File: src/rtl/lfsr_pkg.sv
// -----------------------------------------------------------------------------
// lfsr_pkg
// Shared definitions for the LFSR round-robin server:
//   - state_t       : server FSM states (IDLE, GRANT, SEED)
//   - LFSR_W        : default LFSR width
//   - LFSR_TAPS_DEF : default feedback mask (maximal length, period 31)
//   - LFSR_SEED_DEF : default reset / zero-substitute seed
//   - lfsr_step()   : one Fibonacci shift, feedback = XOR-reduce(v & taps)
// -----------------------------------------------------------------------------
package lfsr_pkg;

    typedef enum logic [1:0] {
        IDLE  = 2'd0,
        GRANT = 2'd1,
        SEED  = 2'd2
    } state_t;

    localparam int unsigned       LFSR_W        = 5;
    localparam logic [LFSR_W-1:0] LFSR_TAPS_DEF = 5'b10010;
    localparam logic [LFSR_W-1:0] LFSR_SEED_DEF = 5'b00001;

    // Operates on a 32-bit container so any WIDTH up to 32 can share it;
    // bits at and above w are cleared in the result.
    function automatic logic [31:0] lfsr_step(input logic [31:0] v,
                                              input logic [31:0] taps,
                                              input int unsigned w);
        logic [31:0] mask;
        mask = (w >= 32) ? '1 : ((32'd1 << w) - 32'd1);
        return ((v << 1) | {31'd0, ^(v & taps)}) & mask;
    endfunction

endpackage

File: src/rtl/lfsr_core.sv
// -----------------------------------------------------------------------------
// lfsr_core
// LFSR register with load / step / hold controls.
//   clk        in   clock, rising edge
//   rst        in   asynchronous active-low reset (register <= SEED)
//   i_load     in   load i_load_val (all-zero value replaced by SEED); wins over step
//   i_load_val in   value to load
//   i_step     in   advance one Fibonacci step
//   o_lfsr     out  current register value
// -----------------------------------------------------------------------------
module lfsr_core
    import lfsr_pkg::*;
#(
    parameter int unsigned      WIDTH = LFSR_W,
    parameter logic [WIDTH-1:0] TAPS  = LFSR_TAPS_DEF,
    parameter logic [WIDTH-1:0] SEED  = LFSR_SEED_DEF
) (
    input  logic             clk,
    input  logic             rst,
    input  logic             i_load,
    input  logic [WIDTH-1:0] i_load_val,
    input  logic             i_step,
    output logic [WIDTH-1:0] o_lfsr
);

    logic [WIDTH-1:0] r_lfsr;
    logic [WIDTH-1:0] w_step_val;

    assign w_step_val = WIDTH'(lfsr_step(32'(r_lfsr), 32'(TAPS), WIDTH));

    always_ff @(posedge clk or negedge rst) begin
        if (!rst) begin
            r_lfsr <= SEED;
        end else if (i_load) begin
            // An all-zero state would lock the LFSR, so it is never loaded.
            r_lfsr <= (i_load_val == '0) ? SEED : i_load_val;
        end else if (i_step) begin
            r_lfsr <= w_step_val;
        end
    end

    assign o_lfsr = r_lfsr;

endmodule

File: src/rtl/lfsr_rr_server.sv
// -----------------------------------------------------------------------------
// lfsr_rr_server
// Shares one Fibonacci LFSR among N_REQ requesters through a round-robin
// arbiter. The winner receives a one-cycle registered grant carrying the
// current LFSR word; the LFSR then steps. Synchronous reseed via seed_load.
//
// Ports:
//   clk        in   clock, rising edge
//   rst        in   asynchronous active-low reset
//   req        in   level request per requester
//   seed_load  in   reload LFSR from seed_val (zero -> SEED); blocks grants
//   seed_val   in   new seed
//   gnt        out  one-hot grant pulse (registered)
//   gnt_id     out  index of granted requester (valid with rnd_valid)
//   rnd_valid  out  high exactly when gnt is non-zero
//   rnd_data   out  LFSR word delivered with the grant (pre-step value)
//   reseeding  out  high during the SEED cycle
//
// Build option: define LFSR_FREERUN_EN to step the LFSR on every cycle that
// is not a reseed, decoupling values from grant timing. Ports are unchanged.
// -----------------------------------------------------------------------------
module lfsr_rr_server
    import lfsr_pkg::*;
#(
    parameter int unsigned      N_REQ = 4,
    parameter int unsigned      WIDTH = LFSR_W,
    parameter logic [WIDTH-1:0] TAPS  = LFSR_TAPS_DEF,
    parameter logic [WIDTH-1:0] SEED  = LFSR_SEED_DEF,
    localparam int unsigned     ID_W  = $clog2(N_REQ)
) (
    input  logic             clk,
    input  logic             rst,
    input  logic [N_REQ-1:0] req,
    input  logic             seed_load,
    input  logic [WIDTH-1:0] seed_val,
    output logic [N_REQ-1:0] gnt,
    output logic [ID_W-1:0]  gnt_id,
    output logic             rnd_valid,
    output logic [WIDTH-1:0] rnd_data,
    output logic             reseeding
);

    // The SEED parameter hides the SEED state literal, so states are
    // referenced through the package scope.
    state_t           r_state;
    state_t           w_state_next;
    logic [N_REQ-1:0] r_gnt;
    logic [ID_W-1:0]  r_gnt_id;
    logic [WIDTH-1:0] r_rnd_data;
    logic [ID_W-1:0]  r_ptr;

    logic [N_REQ-1:0] w_elig;
    logic [ID_W-1:0]  w_idx;
    logic [ID_W-1:0]  w_win;
    logic             w_found;
    logic             w_step;
    logic [WIDTH-1:0] w_lfsr;

    // A requester being granted this cycle cannot win the next one.
    assign w_elig = req & ~r_gnt;

    // Round-robin search starting at the pointer, wrapping N_REQ-1 -> 0.
    always_comb begin
        w_found = 1'b0;
        w_win   = '0;
        w_idx   = '0;
        for (int unsigned i = 0; i < N_REQ; i++) begin
            w_idx = ID_W'((32'(r_ptr) + i) % N_REQ);
            if (!w_found && w_elig[w_idx]) begin
                w_found = 1'b1;
                w_win   = w_idx;
            end
        end
    end

    always_comb begin
        w_state_next = lfsr_pkg::IDLE;
        if (seed_load) begin
            w_state_next = lfsr_pkg::SEED;
        end else if (w_found) begin
            w_state_next = lfsr_pkg::GRANT;
        end
    end

    always_ff @(posedge clk or negedge rst) begin
        if (!rst) begin
            r_state <= lfsr_pkg::IDLE;
        end else begin
            r_state <= w_state_next;
        end
    end

`ifdef LFSR_FREERUN_EN
    // Load has priority inside the core, so reseed cycles do not step.
    assign w_step = 1'b1;
`else
    assign w_step = (w_state_next == lfsr_pkg::GRANT);
`endif

    lfsr_core #(
        .WIDTH (WIDTH),
        .TAPS  (TAPS),
        .SEED  (SEED)
    ) u_lfsr_core (
        .clk        (clk),
        .rst        (rst),
        .i_load     (seed_load),
        .i_load_val (seed_val),
        .i_step     (w_step),
        .o_lfsr     (w_lfsr)
    );

    always_ff @(posedge clk or negedge rst) begin
        if (!rst) begin
            r_gnt      <= '0;
            r_gnt_id   <= '0;
            r_rnd_data <= '0;
            r_ptr      <= '0;
        end else begin
            r_gnt      <= '0;
            r_gnt_id   <= '0;
            r_rnd_data <= '0;
            if (w_state_next == lfsr_pkg::GRANT) begin
                r_gnt      <= N_REQ'(1) << w_win;
                r_gnt_id   <= w_win;
                r_rnd_data <= w_lfsr;
                r_ptr      <= (w_win == ID_W'(N_REQ - 1)) ? '0 : w_win + 1'b1;
            end
        end
    end

    assign gnt       = r_gnt;
    assign gnt_id    = r_gnt_id;
    assign rnd_data  = r_rnd_data;
    assign rnd_valid = (r_state == lfsr_pkg::GRANT);
    assign reseeding = (r_state == lfsr_pkg::SEED);

endmodule

File: config.mk
export PLATFORM = sky130hd
export DESIGN_NAME = lfsr_rr_server
export DESIGN_NICKNAME = d
export VERILOG_FILES = /design/src/rtl/lfsr_pkg.sv /design/src/rtl/lfsr_core.sv /design/src/rtl/lfsr_rr_server.sv
export SDC_FILE = /design/constraint.sdc
export NUM_CORES = 1
export LEC_CHECK = 0
export BUFFER_PORTS_ARGS = -buffer_cell sky130_fd_sc_hd__buf_2
export CAP_MARGIN = 20
export CORE_MARGIN = 5
export CORE_UTILIZATION = 50
export DETAILED_ROUTE_END_ITERATION = 7
export PLACE_DENSITY = 0.76
export SLEW_MARGIN = 10
export SYNTH_ARGS = -nofsm -noshare
export SYNTH_HDL_FRONTEND = slang
export SYNTH_SLANG_ARGS = --single-unit
File: constraint.sdc
create_clock -name clk -period 2.2 [get_ports clk]
set_input_delay 0.22 -clock clk [delete_from_list [all_inputs] [get_ports clk]]
set_output_delay 0.22 -clock clk [all_outputs]
set_load 0.03 [all_outputs]
; ---- Yosys cells after proc, flatten, opt, wreduce, memory -nomap -nowiden
; Index checks and enable logic that the tools add are counted.
[totals]
input_bits = 12
elab_cells = 56
regBits = 20
out_inout_bits = 13
[classes]
n_mux = 25
n_eq_ne = 4
magnitude_cmp = 4
n_addsub = 4
bitwise_logic = 3
n_reduce_logical = 9
n_shift = 1
[op_table]
columns = operator, n
row1 = $reduce_xor A32 Y1, 1
row2 = $mux W5, 4
row3 = $mux W2, 7
row4 = $lt A2 B3 Y1 const B, 4
row5 = $mux W1, 9
row6 = $bmux W1 S2, 4
row7 = $logic_not A5 Y1, 1
row8 = $or A5 B1 Y5, 1
row9 = $add A2 B1 Y2 const B, 2
row10 = $add A2 B2 Y2 const B, 2
row11 = $and A4 B4 Y4, 1
row12 = $eq A2 B1 Y1 const B, 2
row13 = $eq A2 B2 Y1 const B, 2
row14 = $mux W4, 1
row15 = $not A4 Y4, 1
row16 = $shl A1 B2 Y4 const A, 1
row17 = $logic_and A1 B1 Y1, 3
row18 = $logic_not A1 Y1, 3
row19 = $reduce_bool A2 Y1, 1

; ---- Longest topological paths before layout
[depth]
depth_word = 19
mapped_depth = 6
depth_no_buf = 6

; ---- Cells and area by module
; A second synthesis with hierarchy kept.
[hier_totals]
hier_cells = 81
area_unflattened_um2 = 942.2
[modules_own_cells]
columns = mod, cells_per_inst, area_per_inst_um2, instances, seq_area_each_um2
row1 = lfsr_rr_server, 57, 689.4, 1, 375.4
row2 = lfsr_core, 24, 252.7, 1, 126.4

; ---- Worst setup path after synthesis
; OpenSTA, ideal clock, no wires.
[synth_path]
path_type = reg-to-reg
from = reg r_gnt[3] (netlist: gnt[3])
to = reg r_ptr[1]
n_path_buf = 1
setup_slack_ns = 0.117
t_arrival_ns = 1.958
setup_time_ns = 0.125
path_stages_with_launch = 7
synth_period_minus_slack_ns = 2.083
required_time_ns = 2.075
path_cell_list = dfrtp_1 > nor2b_4 > or4_4 > buf_6 > nor2b_1 > ha_1 > mux2_4
[synth_via]
elab_chain_cells = 17
word_cells_on_any_way = 30
classes_between = 1 x add/sub / 2 x eq/ne / 19 x mux / 2 x bitwise / 6 x reduce/logical
[synth_lines]
columns = item, line_no
row1 = "start, declared", lfsr_rr_server.sv:47  ; logic [N_REQ-1:0] r_gnt;
row2 = "start signal, assigned", lfsr_rr_server.sv:124  ; r_gnt <= N_REQ'(1) << w_win;
row3 = $not A4 Y4 *, lfsr_rr_server.sv:60  ; assign w_elig = req & ~r_gnt;
row4 = $and A4 B4 Y4 *, lfsr_rr_server.sv:60
row5 = $bmux W1 S2, lfsr_rr_server.sv:69  ; if (!w_found && w_elig[w_idx]) begin
row6 = $mux W1 (implied by the code), lfsr_rr_server.sv:69
row7 = $mux W1, lfsr_rr_server.sv:69
row8 = $logic_not A1 Y1, lfsr_rr_server.sv:69
row9 = $logic_and A1 B1 Y1, lfsr_rr_server.sv:69
row10 = $mux W1, lfsr_rr_server.sv:69
row11 = $logic_not A1 Y1, lfsr_rr_server.sv:69
row12 = $logic_and A1 B1 Y1, lfsr_rr_server.sv:69
row13 = $mux W1, lfsr_rr_server.sv:69
row14 = $logic_not A1 Y1, lfsr_rr_server.sv:69
row15 = $logic_and A1 B1 Y1, lfsr_rr_server.sv:69
row16 = $mux W1, lfsr_rr_server.sv:69
row17 = $mux W1, lfsr_rr_server.sv:80  ; end else if (w_found) begin
row18 = $mux W2, lfsr_rr_server.sv:78  ; if (seed_load) begin
row19 = $eq A2 B1 Y1, lfsr_rr_server.sv:123  ; if (w_state_next == lfsr_pkg::GRANT) begin
row20 = "end signal, assigned", lfsr_rr_server.sv:127  ; r_ptr <= (w_win == ID_W'(N_REQ - 1)) ? '0 : w_win + 1'b1;
row21 = "end, declared", lfsr_rr_server.sv:50  ; logic [ID_W-1:0] r_ptr;
; Every way passes the cells marked *; elsewhere a longest branch is shown, timed or not. The select of a mux whose other input is x is not followed.
; A chain may end at the register's enable or synchronous reset.

; ---- Final worst setup path
[layout_path]
from = reg r_gnt[0] (netlist: gnt[0])
to = reg r_ptr[1]
; Same word-level chain as after synthesis.

==> summary.txt <==
Synth
  – Syn avg cell area: 12.37 um^2
  – Syn_nets: 95
  – Post-synth EDFFs: 0
  – Post-synth top area share: between 40% and 50%
  – #FFs+latches synth: 20
  – Synthesized area: roughly 980 um^2
  – Most area-consuming cells after synthesis: dfrtp_1 (49%), and2_4 (8.1%), ha_1 (5.1%), mux2i_1 (5.1%), nor2b_1 (4.5%)
  – Synth Flop Type: dfrtp_1
  – Mapped Cells: 79
  – Post-synthesis sequential area ratio: a little over 50%
  – Async set-reset flop share out of synthesis: 100.0%
  – Unique masters post-synth: 26
  – Number of synthesis warnings: 0
  – Cell taking the most area after synthesis: dfrtp_1
  – Most frequent cells after synthesis: dfrtp_1 (19), and2_4 (9), nor2b_1 (7)
  – Count leader, synth: dfrtp_1

STA
  – Final WS setup: approximately 0.26 ns
  – Max_slew headroom: 72.03%
  – Final setup fails: 0
  – Clk_skew: between 0.009 and 0.01 ns
  – Crit share post-route: roughly nine tenths
  – Max Clock Freq: 515.6 MHz
  – Unrepaired setup endpoints after global routing: false
  – WHS: about 0.15 ns
  – Hold Fails Final Rpt: 0
  – Actual slew at the worst max-slew pin: between 0.4 and 0.5 ns
  – Tmin final: between 1.5 and 2 ns
  – Final setup TNS: 0 ns
  – Slew Limit Fails: 0

Critical path
  – Max FO, Critical Path: 8
  – Crit start category: register
  – Crit path arrival time: 2.12 ns
  – Required time of the worst setup path: 2.38 ns
  – Crit end category: register
  – Kind of critical path: register to register

Place
  – DP Cell Count: ~130
  – Final HPWL DP: around 1300 um
  – Dpl ws: ~0.27 ns
  – Input/output buffers: 24
  – Area post-placement: approximately 1100 um^2
  – Placer congestion estimate: 0.7692

Final layout
  – Cell Count, Final, Fillers Out: 132
  – Final core utilization: 61.38%
  – Layout cells sized above 1: a little over two fifths
  – Area Growth Syn to Fin: 19.46%
  – ANT cells: 0
  – Finished Cell Area: approximately 1200 um^2
  – Net count reported at finish: about 120

Global routing
  – Vias in the first global route: 623
  – First-pass GRT wire length: between 2000 and 3000 um
  – Congestion Overflow GR: 0
  – Largest net degree at the start of global routing: 21
  – Initial antenna violation count: 0
  – Gr usage total: between 10% and 20%

Floorplan
  – Die Y: between 50 and 60 um
  – Core area: about 1900 um^2
  – FP Rows: 16
  – Die area: 2939 um^2
  – Die W: 54.21 um
  – Initial core utilization: around half
  – Ports: 25

Routing
  – Final WL: approximately 1600 um
  – Starting DRT DRC Count: 4
  – Routed vias: roughly 650
  – Drt first pass iters: 4
  – Vias/cell: 4.902
  – Antenna Nets Post-Route: 0
  – DR WL/cell: 12.36 um
  – Residual DRC: 0

Flow run
  – Max Cap Viol: 0

CTS
  – TritonCTS buffer count: 3
  – Root buffer cell: clkbuf_4
  – Worst skew pair latency: 0.29 ns
  – Post-CTS sizing: 0
  – H-tree levels: 1
  – Clk buf depth: 2
  – CTS tree: yes
  – Clk sinks: 20
  – # Post-CTS Setup Buffers: 0
  – Reg clk slew, reported paths: 0.11 ns
  – Hold_buf cts: 1

Pwr
  – P_leak: ~0.63 nW
  – Pwr Density: roughly 1100 nW/um^2
  – Total power: approximately 1.3 mW
  – Max VDD drop: 0.5076 mV

Status
  – Status: completed

Worst hold path
  – Min-delay worst type: input port to register
==> cells in the final DEF (no fill, tap or decap), drive strengths merged <==
cell type / count
nor4b: 1
and2: 9
inv: 2
nor2b: 10
a31oi: 1
o211ai: 1
buf: 24
a21oi: 1
or4: 1
or2b: 1
dfrtp: 19
ha: 4
clkbuf: 3
nand2: 4
o21a: 1
a22oi: 1
mux2i: 5
nand3b: 1
bufinv: 1
dlygate4sd3: 1
dfstp: 1
nor4: 1
nand2b: 2
mux2: 2
o21ai: 6
xor2: 1
o22ai: 1
==> flip-flops by register name (all words and copies together) (netlist names) <==
signal              count
gnt_id                  2
r_state                 2
u_lfsr_core.o_lfsr      5
gnt                     4
r_ptr                   2
rnd_data                5
==> power by group <==
part | switching, mW | internal (mW) | leakage (nW)
clock | 0.104 | 0.184 | 0.0279
combinational | 0.282 | 0.232 | 0.350
sequential | 0.0676 | 0.451 | 0.252
==> kinds of logic after synthesis <==
family | Yosys count | synth area share [%]
AOI/OAI and AO/OA | 12 | 7.172
DFF | 20 | 51.35
adders and majority gates | 4 | 5.122
xor gates and xnor gates | 1 | 0.8965
and+or+nand+nor | 30 | 23.82
buffers and inverters | 5 | 3.457
muxes | 7 | 8.195
==> layer usage <==
| metal | vias up | routed length [um] | share of wire, % | GRT usage [%] |
|---|---|---|---|---|
| met5 | - | 0 | 0 | 0 |
| met4 | 0 | 18 | 1.1 | 7.469 |
| met3 | 2 | 96 | 5.9 | 2.452 |
| met2 | 15 | 938 | 57 | 26.10 |
| met1 | 311 | 579 | 35 | 11.93 |
| li1 | 319 | - | - | - |
==> worst paths after layout <==
path                                              end  cells past startpoint  slack, ns             startpoint
worst max register to register               r_ptr[1]                      5       0.26                 gnt[0]
worst min register to register            rnd_data[2]                      1       0.53  u_lfsr_core.o_lfsr[2]
worst max-delay path                         r_ptr[1]                      5       0.26                 gnt[0]
min in group asynchronous       u_lfsr_core.o_lfsr[1]                      2       0.38                    rst
worst min-delay path            u_lfsr_core.o_lfsr[1]                      3       0.15            seed_val[1]
max in group asynchronous       u_lfsr_core.o_lfsr[0]                      2       1.50                    rst
==> area by class of cell <==
| class | count | area (um^2) |
|---|---|---|
| timing repair buffer | 25 | 130.1 |
| sequential | 20 | 501.7 |
| inverter | 2 | 7.507 |
| clock buffer | 3 | 22.52 |
| fill | 155 | 734.5 |
| clock inverter | 1 | 30.03 |
| tap | 27 | 33.78 |
| multi-input combinational | 54 | 441.7 |
==> worst max-delay path, cell delays in order, from the launching register on <==
cell     delay [ns]
dfrtp_1        0.43
nor2b_4        0.06
or4_4          0.59
nor2b_1        0.19
ha_1           0.30
mux2_4         0.25
(Power assumes the default switching activity.)
